File: src/rtl/voice_scheduler_if.sv
// ---------------------------------------------------------------------------
// voice_scheduler_if
// Groups the key-event handshake and the per-voice output bus of the
// polyphony controller.
//   ev_valid/ev_ready/ev_press/ev_note : key event handshake (master -> slave)
//   voice_note   : NVOICE x 8-bit note codes, voice i at [8i+7:8i]
//   voice_gain   : NVOICE x GAIN_W envelope gains, voice i at [GAIN_W*i +: GAIN_W]
//   voice_active : one bit per voice, set while the voice is not idle
//   notescount   : number of active voices
// The scheduler uses the slave modport; the event source uses master.
// ---------------------------------------------------------------------------
interface voice_scheduler_if #(
    parameter int NVOICE = 3,
    parameter int GAIN_W = 5
);
    logic                            ev_valid;
    logic                            ev_ready;
    logic                            ev_press;
    logic [7:0]                      ev_note;
    logic [NVOICE*8-1:0]             voice_note;
    logic [NVOICE*GAIN_W-1:0]        voice_gain;
    logic [NVOICE-1:0]               voice_active;
    logic [$clog2(NVOICE+1)-1:0]     notescount;

    modport master (
        output ev_valid, ev_press, ev_note,
        input  ev_ready, voice_note, voice_gain, voice_active, notescount
    );

    modport slave (
        input  ev_valid, ev_press, ev_note,
        output ev_ready, voice_note, voice_gain, voice_active, notescount
    );
endinterface

File: src/rtl/voice_scheduler.sv
// ---------------------------------------------------------------------------
// voice_scheduler
// Polyphony controller: assigns pressed keys to NVOICE tone voices and runs
// an attack/sustain/release gain envelope per voice.
// Ports:
//   clk     : system clock
//   reset_n : asynchronous active-low reset
//   bus     : voice_scheduler_if.slave (event handshake + per-voice outputs)
// An accepted event is latched in WAIT and applied one clock later in APPLY,
// so ev_ready drops for exactly one cycle per event.
// ---------------------------------------------------------------------------
module voice_scheduler #(
    parameter int NVOICE  = 3,
    parameter int GAIN_W  = 5,
    parameter int ATK_DIV = 78125,
    parameter int REL_DIV = 312500
) (
    input  logic                    clk,
    input  logic                    reset_n,
    voice_scheduler_if.slave        bus
);

    localparam int CNT_W  = $clog2(NVOICE + 1);
    localparam int VIDX_W = (NVOICE > 1) ? $clog2(NVOICE) : 1;
    localparam int ATK_W  = (ATK_DIV > 1) ? $clog2(ATK_DIV) : 1;
    localparam int REL_W  = (REL_DIV > 1) ? $clog2(REL_DIV) : 1;

    localparam logic [GAIN_W-1:0] GMAX     = '1;
    localparam logic [ATK_W-1:0]  ATK_LAST = ATK_W'(ATK_DIV - 1);
    localparam logic [REL_W-1:0]  REL_LAST = REL_W'(REL_DIV - 1);
    localparam logic [VIDX_W-1:0] VLAST    = VIDX_W'(NVOICE - 1);

    typedef enum logic {S_WAIT, S_APPLY} fsm_t;
    typedef enum logic [1:0] {V_IDLE, V_ATTACK, V_SUSTAIN, V_RELEASE} vstate_t;
    typedef enum logic [1:0] {K_RETRIG, K_NEW, K_REL} kind_t;

    // ---------------- prescalers (free running) ----------------
    logic [ATK_W-1:0] r_atk_cnt;
    logic [REL_W-1:0] r_rel_cnt;
    logic             w_atk_tick;
    logic             w_rel_tick;

    assign w_atk_tick = (r_atk_cnt == ATK_LAST);
    assign w_rel_tick = (r_rel_cnt == REL_LAST);

    always_ff @(posedge clk or negedge reset_n) begin
        if (!reset_n) begin
            r_atk_cnt <= '0;
            r_rel_cnt <= '0;
        end else begin
            r_atk_cnt <= w_atk_tick ? '0 : r_atk_cnt + 1'b1;
            r_rel_cnt <= w_rel_tick ? '0 : r_rel_cnt + 1'b1;
        end
    end

    // ---------------- event FSM ----------------
    fsm_t r_fsm;
    fsm_t w_fsm_next;
    logic w_ev_ready;
    logic w_apply;
    logic w_accept;

    always_ff @(posedge clk or negedge reset_n) begin
        if (!reset_n) r_fsm <= S_WAIT;
        else          r_fsm <= w_fsm_next;
    end

    always_comb begin
        w_fsm_next = r_fsm;
        case (r_fsm)
            S_WAIT:  if (bus.ev_valid) w_fsm_next = S_APPLY;
            S_APPLY: w_fsm_next = S_WAIT;
            default: w_fsm_next = S_WAIT;
        endcase
    end

    always_comb begin
        w_ev_ready = (r_fsm == S_WAIT);
        w_apply    = (r_fsm == S_APPLY);
    end

    assign w_accept     = bus.ev_valid && w_ev_ready;
    assign bus.ev_ready = w_ev_ready;

    logic       r_ev_press;
    logic [7:0] r_ev_note;

    always_ff @(posedge clk or negedge reset_n) begin
        if (!reset_n) begin
            r_ev_press <= 1'b0;
            r_ev_note  <= '0;
        end else if (w_accept) begin
            r_ev_press <= bus.ev_press;
            r_ev_note  <= bus.ev_note;
        end
    end

    // ---------------- voice registers ----------------
    vstate_t            r_vstate [NVOICE];
    logic [7:0]         r_note   [NVOICE];
    logic [GAIN_W-1:0]  r_gain   [NVOICE];
    logic [NVOICE-1:0]  r_active;
    logic [CNT_W-1:0]   r_count;
    logic [VIDX_W-1:0]  r_steal_ptr;

    vstate_t            w_vstate_next [NVOICE];
    logic [7:0]         w_note_next   [NVOICE];
    logic [GAIN_W-1:0]  w_gain_next   [NVOICE];
    logic [NVOICE-1:0]  w_active_next;
    logic [CNT_W-1:0]   w_count_next;

    // ---------------- target voice selection ----------------
    logic               w_hit_found,  w_idle_found, w_rel_found, w_off_found;
    logic [VIDX_W-1:0]  w_hit_idx,    w_idle_idx,   w_rel_idx,   w_off_idx;
    logic [GAIN_W-1:0]  w_rel_gain;
    logic               w_tgt_valid;
    logic [VIDX_W-1:0]  w_tgt_idx;
    kind_t              w_tgt_kind;
    logic               w_rr_adv;

    always_comb begin
        w_hit_found  = 1'b0;  w_hit_idx  = '0;
        w_idle_found = 1'b0;  w_idle_idx = '0;
        w_rel_found  = 1'b0;  w_rel_idx  = '0;  w_rel_gain = '0;
        w_off_found  = 1'b0;  w_off_idx  = '0;
        for (int i = 0; i < NVOICE; i++) begin
            if (!w_hit_found && r_vstate[i] != V_IDLE && r_note[i] == r_ev_note) begin
                w_hit_found = 1'b1;
                w_hit_idx   = VIDX_W'(i);
            end
            if (!w_idle_found && r_vstate[i] == V_IDLE) begin
                w_idle_found = 1'b1;
                w_idle_idx   = VIDX_W'(i);
            end
            // Strict '<' keeps the lowest index on equal gains.
            if (r_vstate[i] == V_RELEASE && (!w_rel_found || r_gain[i] < w_rel_gain)) begin
                w_rel_found = 1'b1;
                w_rel_idx   = VIDX_W'(i);
                w_rel_gain  = r_gain[i];
            end
            if (!w_off_found && (r_vstate[i] == V_ATTACK || r_vstate[i] == V_SUSTAIN)
                && r_note[i] == r_ev_note) begin
                w_off_found = 1'b1;
                w_off_idx   = VIDX_W'(i);
            end
        end
    end

    always_comb begin
        w_tgt_valid = 1'b0;
        w_tgt_idx   = '0;
        w_tgt_kind  = K_NEW;
        w_rr_adv    = 1'b0;
        // Note 0x00 is consumed without effect.
        if (w_apply && r_ev_note != 8'h00) begin
            if (r_ev_press) begin
                w_tgt_valid = 1'b1;
                if (w_hit_found) begin
                    w_tgt_idx  = w_hit_idx;
                    w_tgt_kind = K_RETRIG;
                end else if (w_idle_found) begin
                    w_tgt_idx  = w_idle_idx;
                end else if (w_rel_found) begin
                    w_tgt_idx  = w_rel_idx;
                end else begin
                    w_tgt_idx  = r_steal_ptr;
                    w_rr_adv   = 1'b1;
                end
            end else if (w_off_found) begin
                w_tgt_valid = 1'b1;
                w_tgt_idx   = w_off_idx;
                w_tgt_kind  = K_REL;
            end
        end
    end

    // ---------------- per-voice next state ----------------
    always_comb begin
        w_count_next  = '0;
        w_active_next = '0;
        for (int i = 0; i < NVOICE; i++) begin
            w_vstate_next[i] = r_vstate[i];
            w_note_next[i]   = r_note[i];
            w_gain_next[i]   = r_gain[i];
            case (r_vstate[i])
                V_ATTACK: if (w_atk_tick) begin
                    // Saturate at GMAX; reaching it ends the attack.
                    if (r_gain[i] >= GMAX - 1'b1) begin
                        w_gain_next[i]   = GMAX;
                        w_vstate_next[i] = V_SUSTAIN;
                    end else begin
                        w_gain_next[i]   = r_gain[i] + 1'b1;
                    end
                end
                V_RELEASE: if (w_rel_tick) begin
                    // Saturate at 0; reaching it frees the voice.
                    if (r_gain[i] <= GAIN_W'(1)) begin
                        w_gain_next[i]   = '0;
                        w_vstate_next[i] = V_IDLE;
                        w_note_next[i]   = '0;
                    end else begin
                        w_gain_next[i]   = r_gain[i] - 1'b1;
                    end
                end
                default: ;
            endcase
            // The event overrides any envelope step on its own voice.
            if (w_tgt_valid && w_tgt_idx == VIDX_W'(i)) begin
                w_gain_next[i] = r_gain[i];
                w_note_next[i] = r_note[i];
                case (w_tgt_kind)
                    K_RETRIG: w_vstate_next[i] = V_ATTACK;
                    K_REL:    w_vstate_next[i] = V_RELEASE;
                    default: begin
                        w_vstate_next[i] = V_ATTACK;
                        w_note_next[i]   = r_ev_note;
                        w_gain_next[i]   = '0;
                    end
                endcase
            end
            w_active_next[i] = (w_vstate_next[i] != V_IDLE);
            w_count_next     = w_count_next + CNT_W'(w_active_next[i]);
        end
    end

    always_ff @(posedge clk or negedge reset_n) begin
        if (!reset_n) begin
            for (int i = 0; i < NVOICE; i++) begin
                r_vstate[i] <= V_IDLE;
                r_note[i]   <= '0;
                r_gain[i]   <= '0;
            end
            r_active    <= '0;
            r_count     <= '0;
            r_steal_ptr <= '0;
        end else begin
            for (int i = 0; i < NVOICE; i++) begin
                r_vstate[i] <= w_vstate_next[i];
                r_note[i]   <= w_note_next[i];
                r_gain[i]   <= w_gain_next[i];
            end
            r_active <= w_active_next;
            r_count  <= w_count_next;
            if (w_rr_adv)
                r_steal_ptr <= (r_steal_ptr == VLAST) ? '0 : r_steal_ptr + 1'b1;
        end
    end

    // ---------------- output packing ----------------
    for (genvar gi = 0; gi < NVOICE; gi++) begin : g_pack
        assign bus.voice_note[8*gi +: 8]           = r_note[gi];
        assign bus.voice_gain[GAIN_W*gi +: GAIN_W] = r_gain[gi];
    end

    assign bus.voice_active = r_active;
    assign bus.notescount   = r_count;

endmodule

File: src/flat_wrapper.sv
// flat-port wrapper written by rule: the top's interface ports become plain ports
module voice_scheduler_flat 
#(
    parameter int NVOICE  = 3,
    parameter int GAIN_W  = 5,
    parameter int ATK_DIV = 78125,
    parameter int REL_DIV = 312500
)
  (clk, reset_n, bus_ev_valid, bus_ev_press, bus_ev_note, bus_ev_ready, bus_voice_note, bus_voice_gain, bus_voice_active, bus_notescount);
  voice_scheduler_if #(.NVOICE(NVOICE), .GAIN_W(GAIN_W)) bus_i ();
  input  logic clk;
  input  logic reset_n;
  input wire logic [$bits(bus_i.ev_valid)-1:0] bus_ev_valid;
  input wire logic [$bits(bus_i.ev_press)-1:0] bus_ev_press;
  input wire logic [$bits(bus_i.ev_note)-1:0] bus_ev_note;
  output wire logic [$bits(bus_i.ev_ready)-1:0] bus_ev_ready;
  output wire logic [$bits(bus_i.voice_note)-1:0] bus_voice_note;
  output wire logic [$bits(bus_i.voice_gain)-1:0] bus_voice_gain;
  output wire logic [$bits(bus_i.voice_active)-1:0] bus_voice_active;
  output wire logic [$bits(bus_i.notescount)-1:0] bus_notescount;
  assign bus_i.ev_valid = bus_ev_valid;
  assign bus_i.ev_press = bus_ev_press;
  assign bus_i.ev_note = bus_ev_note;
  assign bus_ev_ready = bus_i.ev_ready;
  assign bus_voice_note = bus_i.voice_note;
  assign bus_voice_gain = bus_i.voice_gain;
  assign bus_voice_active = bus_i.voice_active;
  assign bus_notescount = bus_i.notescount;
  voice_scheduler #(.NVOICE(NVOICE), .GAIN_W(GAIN_W), .ATK_DIV(ATK_DIV), .REL_DIV(REL_DIV)) u_core (.clk(clk), .reset_n(reset_n), .bus(bus_i));
endmodule
File: config.mk
export PLATFORM = sky130hd
export DESIGN_NAME = voice_scheduler_flat
export DESIGN_NICKNAME = d
export VERILOG_FILES = /design/src/rtl/voice_scheduler_if.sv /design/src/rtl/voice_scheduler.sv /design/src/flat_wrapper.sv
export SDC_FILE = /design/constraint.sdc
export NUM_CORES = 1
export LEC_CHECK = 0
export ABC_AREA = 1
export CORE_ASPECT_RATIO = 0.7
export CORE_MARGIN = 2
export CORE_UTILIZATION = 35
export CTS_BUF_LIST = sky130_fd_sc_hd__clkbuf_16
export DETAILED_ROUTE_END_ITERATION = 7
export SLEW_MARGIN = 20
export SYNTH_ARGS = -nofsm -noshare
export SYNTH_HDL_FRONTEND = slang
export SYNTH_SLANG_ARGS = --single-unit
File: constraint.sdc
create_clock -name clk -period 8.9 [get_ports clk]
set_clock_uncertainty 0.15 [all_clocks]
set_input_delay 1.335 -clock clk [delete_from_list [all_inputs] [get_ports clk]]
set_output_delay 1.335 -clock clk [all_outputs]
set_load 0.02 [all_outputs]
Word-level counts from Yosys, hierarchy flattened
Index checks and enable logic that the tools add are counted.

operators by class
  $add $sub $neg = 11
  $lt $le $gt $ge = 8
  eq/ne operators = 27
  muxes and demuxes = 96
  bitwise gates (word level) = 1
  reduce and logical (&&, ||, !) cells = 63

operators with widths
  operator               count
  $mux 8                 13
  $mux 5                 18
  $mux 2                 30
  $pmux 5 s2             3
  $reduce_bool 2->1      15
  $mux 1                 26
  $eq 8x8->1             3
  $reduce_and 4->1       6
  $add 19x1->19 const B  1
  $eq 19x19->1 const B   1
  $logic_and 1x1->1      19
  $mux 19                1
  $eq 2x2->1 const B     9
  $ne 3x2->1 const B     6
  $add 17x1->17 const B  1
  $eq 17x17->1 const B   1
  $mux 17                1
  $add 5x1->5 const B    3
  $ge 5x5->1 const B     3
  $le 5x1->1 const B     3
  $sub 5x1->5 const B    3
  $pmux 2 s2             3
  $logic_not 2->1        5
  $lt 5x5->1             2
  12 further kinds       30

word-level totals
  register bits = 98
  input port bits = 12
  output and inout bits = 45
  word-level logic and storage cells = 223

Logic depth before layout (Yosys ltp)
Gate-level depths: netlist (run 1).

  depth after elaboration = 21
  mapped depth = 30

Worst setup path before layout (run 1)
No wires, ideal clock.

  path kind = reg-to-reg
  start point = register u_core.r_vstate[4] (netlist bit)
  end point = register u_core.r_count[0], in the netlist u_core.bus.notescount[0]
  setup time = 0.114 ns
  arrival = 3.885 ns
  setup slack = 4.751 ns
  stages on the path, launching flop included = 30
  path buffers = 1
  clock period less this slack = 4.149 ns
  path through = dfrtp_1 -> ha_1 -> clkbuf_1 -> nand2_1 -> ha_1 -> nand2_1 -> inv_1 -> nand2_1 -> nand3_1 -> nand2_1 -> nand2_2 -> nand2_1 -> o21ai_0 -> ha_1 -> a21oi_1 -> nor2_1 -> a211oi_1 -> nand2_1 -> nand2_1 -> nand2_1 -> nand2_1 -> nand2_1 -> nand2_1 -> nand2_2 -> nand2_4 -> nand3_1 -> nand2_1 -> nor2_1 -> fa_1 -> inv_1

RTL lines
  element                            RTL line                RTL
  from (decl)                        voice_scheduler.sv:99   vstate_t r_vstate [NVOICE];
  from (signal, indexed assignment)  voice_scheduler.sv:238  r_vstate[i] <= w_vstate_next[i];
  to (signal assigned)               voice_scheduler.sv:243  r_count <= w_count_next;
  to (decl)                          voice_scheduler.sv:103  logic [CNT_W-1:0] r_count;

==> results.toml, run 1 <==
[status]
status = "finished, final reports clean"

[floorplanning]
placementRows = 40
dieHeight_um = 115.8
die_area_mm2 = 0.01897
fp.dieW_um = 163.8
initial_core_util = 0.3611
core_mm2 = 0.01732
ioPinCount = 57

[clocking]
cts_buffer_depth = 2
cts_made_buffers = 9
post-cts-setup-buffer-count = 0
cts_root_buffer = "clkbuf_16"
cts_tree = "done"
h-tree-depth = 3
cts_sinks = 98
clkTransAtPathRegs_ns = 0.07
hold_buffers = 0
cts_resized = 0
clkLatencyLatePin_ns = 0.34

[detailed_routing]
ant_nets = 0
totalWireLength_um = 14640
wire_per_inst_um = 13.11
dr_total_vias = 5217
firstDrtPassIters = 5
drc_errors = 0
vias_per_cell = 4.675
drtIter0Drc = 396

[synth]
synth_commonest_cells = "nand2_1 (176), inv_1 (119), dfrtp_1 (98), nor2_1 (90), nand3_1 (68)"
synth_flop_cell = "dfrtp_1"
post_synth_main_area_contributors = "dfrtp_1 (39%), nand2_1 (11%), inv_1 (7.1%)"
yosys_warnings = 0
syn_area_mm2 = 0.006253
syn_inst = 826
yosysSeqAreaShare = 0.3922
yosysMostFrequentCell = "nand2_1"
synth_top_area_frac = 0.3922
ys_seq_elements = 98
syn_nets = 871
synthArstFlopShare = 1.000
synth_cell_types = 43
synth_edf_count = 0
syn-mean-instance-area_um2 = 7.571
yosys.area.top_type = "dfrtp_1"

[global_routing]
busiest_layer = "met1"
grt_pass1_wl_um = 24880
grt_pass1_vias = 4899
grt_use_met1 = 0.2586
gr-total-overflow = 0
antenna_found_initial = 0
grt_use_met2 = 0.2227
met3_usage = 0.04760
grt.total_usage = 0.1648
grt_max_degree = 79

[critical_path]
worstPathRequired_ns = 8.99
slowest_stage = "fa_1"
path_buf_inv = 2
critPathLaunchType = "register"
cp_top_family = "simple AND/OR/NAND/NOR gates"
cp_common_cell = "nand2_1"
end_kind = "register"
critical_path_arrival_ns = 4.65
critical_path_class = "register to register"
max_stage_delay_ns = 0.53
crit_fanout = 15

[hold_path]
hold_path.class = "register to register"

[sta]
drv_slew = 0
finalCritPeriodShare = 0.5125
relSlewSlack = 0.5246
fmax_ghz = 0.2192
setup-tns-final_ns = 0
rsz0062_at_grt = "false"
setup_viol = 0
worstMarginPinSlew_ns = 0.7132
hold_violations = 0
period_minus_slack_ns = 4.561

[power]
power_mw = 1.906
peakVddDrop_mv = 0.1169
p_leak_nw = 3.511
power_density_mw_per_mm2 = 260.2

[final_layout]
num-nets-final = 925
fillers = 1780
num_antenna_cells = 0
drive_above_1_share = 0.07119
ff_latch_area_mm2 = 0.002452
multi_input_area_mm2 = 0.003221
area_growth_pct = 17.11

[run]
maxCapViolations = 0

[placed_design]
numPortBuffers = 56
dp.final_hpwl_um = 11110
gp_congestion = 0.8352
==> registers in the layout (all words and copies together) (netlist names) <==
register,flops
u_core.r_ev_press,1
u_core.bus.voice_active,3
u_core.bus.voice_gain,15
u_core.bus.voice_note,24
u_core.r_atk_cnt,17
u_core.r_fsm,1
u_core.r_rel_cnt,19
u_core.r_steal_ptr,2
u_core.bus.notescount,2
u_core.r_vstate,6
u_core.r_ev_note,8
==> kinds of logic (layout without fill, tap and decap cells) <==
family | count (synthesis) | after routing | synth area share
AO/OA/AOI/OAI | 100 | 100 | 0.09524
adder cells (fa/ha/maj) | 33 | 33 | 0.06723
AND/OR/NAND/NOR | 415 | 415 | 0.3021
XOR/XNOR | 36 | 36 | 0.05042
buffers and inverters | 144 | 203 | 0.09284
flip-flops | 98 | 98 | 0.3922
==> metrics by stage <==
| step | std cells | instance area (µm²) | hold slack [ns] | utilization | worst slack [ns] |
|---|---|---|---|---|---|
| global route | 1116 | 7323 | 0.3492 | 0.4229 | 3.750 |
| CTS | 1116 | 7320 | 0.3217 | 0.4227 | 4.347 |
| global placement | 1100 | 7018 | 0.3043 | 0.4053 | 4.504 |
| finish | 1116 | 7323 | 0.3154 | 0.4229 | 4.339 |
| detailed placement | 1100 | 7018 | 0.3119 | 0.4053 | 4.391 |
| floorplan | 826 | 6254 | 0.2822 | - | 4.751 |
==> placed cells by master, fill, tap and decap left out, types with 2 or more instances in the layout <==
cell,count
or2_1,4
o21ai_1,8
xor2_1,22
nor3b_1,2
nand3_2,3
nand2_2,11
nor2_1,90
o21ai_0,47
o211ai_1,3
inv_1,120
nand3_1,68
nand2_4,4
ha_1,32
a211oi_1,3
dfrtp_1,98
clkinvlp_4,3
nor4_1,11
inv_2,7
nand2_1,176
clkdlybuf4s50_1,55
clkinv_1,3
a31oi_1,3
nand4_1,13
o221ai_1,4
xnor2_1,14
clkbuf_16,9
a21oi_1,18
o21ai_2,8
or2_2,7
nor3_1,20
==> report_power, final <==
group | internal (mW) | switching [mW] | total (mW)
clock | 0.220 | 0.174 | 0.394
sequential | 0.542 | 0.147 | 0.689
combinational | 0.363 | 0.459 | 0.822
==> layout make-up <==
| type | instances | share of cell area |
|---|---|---|
| tap | 231 | 0.03947 |
| inverter | 130 | 0.06697 |
| clock inverter | 7 | 0.01042 |
| multi-input combinational | 584 | 0.4398 |
| timing repair buffer | 57 | 0.07774 |
| sequential | 98 | 0.3349 |
| clock buffer | 9 | 0.03075 |
==> worst paths after layout <==
path | endpoint | slack (ns) | cells after the start | startpoint
setup reg to reg | u_core.bus.notescount[0]$_DFF_PN0_ | 4.34 | 27 | u_core.r_vstate[4]$_DFF_PN0_
hold reg to reg | u_core.r_rel_cnt[0]$_DFF_PN0_ | 0.32 | 1 | u_core.r_rel_cnt[0]$_DFF_PN0_
max in group asynchronous | u_core.r_atk_cnt[10]$_DFF_PN0_ | 6.90 | 2 | reset_n
hold / removal | u_core.r_rel_cnt[0]$_DFF_PN0_ | 0.32 | 1 | u_core.r_rel_cnt[0]$_DFF_PN0_
min in group asynchronous | u_core.r_rel_cnt[18]$_DFF_PN0_ | 0.71 | 1 | reset_n
setup / recovery | u_core.bus.notescount[0]$_DFF_PN0_ | 4.34 | 27 | u_core.r_vstate[4]$_DFF_PN0_
==> layer usage <==
metal	part of all wire	vias up	wire length, µm
met4	0.0073	0	107
met5	0	-	0
met2	0.38	78	5605
met1	0.55	2354	8052
met3	0.059	10	870
li1	-	2775	-
Note: power is estimated with default switching activity, not from simulation.
==> run 2, diff against run 1 <==
- clock period: 8.9 -> 4.5 ns (I/O delays scaled with it)
==> results.toml, run 2 (synthesis results as in run 1) <==
[status]
status = "finished, final reports clean"

[detailed_routing]
firstDrtPassIters = 5
drtIter0Drc = 456
wire_per_inst_um = 13.50
vias_per_cell = 4.748
dr_total_vias = 5341
totalWireLength_um = 15190
ant_nets = 0
drc_errors = 0

[final_layout]
final_cell_mix = "nand2_1 (175), inv_1 (119), dfrtp_1 (97)"
drive_above_1_share = 0.08501
fillers = 1772
area_growth_pct = 18.33
fin_cells = 1125
largest_reg_flops = 24
num_antenna_cells = 0
num-nets-final = 935
final_common_cell = "nand2_1"

[floorplanning]
dieHeight_um = 115.8
initial_core_util = 0.3611
fp.dieW_um = 163.8
ioPinCount = 57
die_area_mm2 = 0.01897
core_mm2 = 0.01732
placementRows = 40

[critical_path]
cp_common_cell = "nand2_1"
r2r-start = "u_core.r_vstate[4]$_DFF_PN0_"
rr_worst_depth = 27
max_stage_delay_ns = 0.53
worst-path-stages = 27
ff2ff_setup_slack_ns = 0.42
worstPathRequired_ns = 4.59
end_kind = "register"
cp_top_family = "simple AND/OR/NAND/NOR gates"
critPathLaunch = "u_core.r_vstate[4]$_DFF_PN0_"
reg2reg_to = "u_core.bus.notescount[0]$_DFF_PN0_"
slowest_stage = "fa_1"
crit_fanout = 10
critical_path_arrival_ns = 4.17
critical_path_class = "register to register"
path_buf_inv = 2
critPathLaunchType = "register"
crit_end = "u_core.bus.notescount[0]$_DFF_PN0_"

[clocking]
cts_sinks = 98
cts_tree = "done"
cts_buffer_depth = 2
cts_root_buffer = "clkbuf_16"
hold_buffers = 0
clkTransAtPathRegs_ns = 0.07
cts_made_buffers = 9
clkLatencyLatePin_ns = 0.36
h-tree-depth = 3

[sta]
relSlewSlack = 0.3660
rsz0062_at_grt = "false"
setup_viol = 0
setup-tns-final_ns = 0
finalCritPeriodShare = 0.9058
period_minus_slack_ns = 4.076
drv_slew = 0
hold_violations = 0
fmax_ghz = 0.2453
fin_ws_ns = 0.4238
worstMarginPinSlew_ns = 0.9511

[global_routing]
grt_max_degree = 76
grt_pass1_vias = 5069
gr-total-overflow = 0
grt.total_usage = 0.1710
antenna_found_initial = 0
grt_pass1_wl_um = 25740

[power]
power_density_mw_per_mm2 = 509.3
switching_power_mw = 1.569
peakVddDrop_mv = 0.1949
swShare = 0.4163
p_int_mw = 2.200
clockPowerShare = 0.191
p_leak_nw = 3.550
pwr-share-seq = 0.350
p_comb_frac = 0.459

[placed_design]
dpl.cell_count = 1109
post-place-ws_ns = 0.1413
numPortBuffers = 56
dp.final_hpwl_um = 11370
gp_congestion = 0.8400

[run]
maxCapViolations = 0

[hold_path]
hold_path.class = "input pin to asynchronous set/reset pin"
[run 2: cell types whose count changed in the layout (fill, tap and decap cells not counted), sizes merged]
cell / change
bufinv: -1
clkinvlp: -2
inv: -2
buf: +10
clkinv: +4
[run 2: area by class of cell]
class / instances / area (µm²) / area share
tap: 231 / 289.0 / 0.03906
timing repair buffer: 67 / 640.6 / 0.08657
multi-input combinational: 584 / 3258 / 0.4403
inverter: 130 / 490.5 / 0.06628
clock buffer: 9 / 225.2 / 0.03044
clock inverter: 6 / 42.54 / 0.005749
sequential: 98 / 2454 / 0.3316
[run 2: what timing repair did]
item,4_1_cts,5_1_grt
setup endpoints to repair,0,33
gates resized for setup,0,9
hold endpoints to repair,0,0
buffers inserted,0,1
[run 2: how the worst min path moves through the flow]
| stage | cells past startpoint | startpoint | end |
|---|---|---|---|
| CTS | 1 | u_core.r_rel_cnt[0]$_DFF_PN0_ | u_core.r_rel_cnt[0]$_DFF_PN0_ |
| global placement | 1 | u_core.r_rel_cnt[0]$_DFF_PN0_ | u_core.r_rel_cnt[0]$_DFF_PN0_ |
| detailed placement | 1 | u_core.r_rel_cnt[0]$_DFF_PN0_ | u_core.r_rel_cnt[0]$_DFF_PN0_ |
| global route | 1 | u_core.r_rel_cnt[0]$_DFF_PN0_ | u_core.r_rel_cnt[0]$_DFF_PN0_ |
| finish | 1 | reset_n | u_core.r_rel_cnt[10]$_DFF_PN0_ |
| floorplan | 0 | reset_n | u_core.bus.notescount[0]$_DFF_PN0_ |
[run 2: power groups by stage]
| stage | Combinational [mW] | Sequential, mW | Clock, mW |
|---|---|---|---|
| 2_1_floorplan | 0.910 | 1.47 | 0 |
| 3_3_place_gp | 1.71 | 1.34 | 0 |
| 3_5_place_dp | 1.71 | 1.33 | 0 |
| 4_1_cts | 1.73 | 1.32 | 0.752 |
| 5_1_grt | 1.95 | 1.35 | 0.777 |
| 6_report | 1.73 | 1.32 | 0.720 |
[run 2: through the flow]
step / cell area (µm²) / utilization / power (mW) / hold WS (ns)
floorplan: 6254 / - / 2.383 / 0.2294
global placement: 7086 / 0.4092 / 3.045 / 0.3051
detailed placement: 7086 / 0.4092 / 3.046 / 0.3140
CTS: 7353 / 0.4246 / 3.799 / 0.3234
global route: 7400 / 0.4273 / 4.080 / 0.3430
finish: 7400 / 0.4273 / 3.769 / 0.3208
[run 2: per-layer routing]
metal  wire length (µm)  up-vias  GRT usage  part of all wire
li1                   -     2785          -                 -
met1               8367     2464     0.2639              0.55
met2               5953       83     0.2415              0.39
met3                746        9    0.03901             0.049
met4                120        0    0.03743            0.0079
met5                  0        -          0                 0
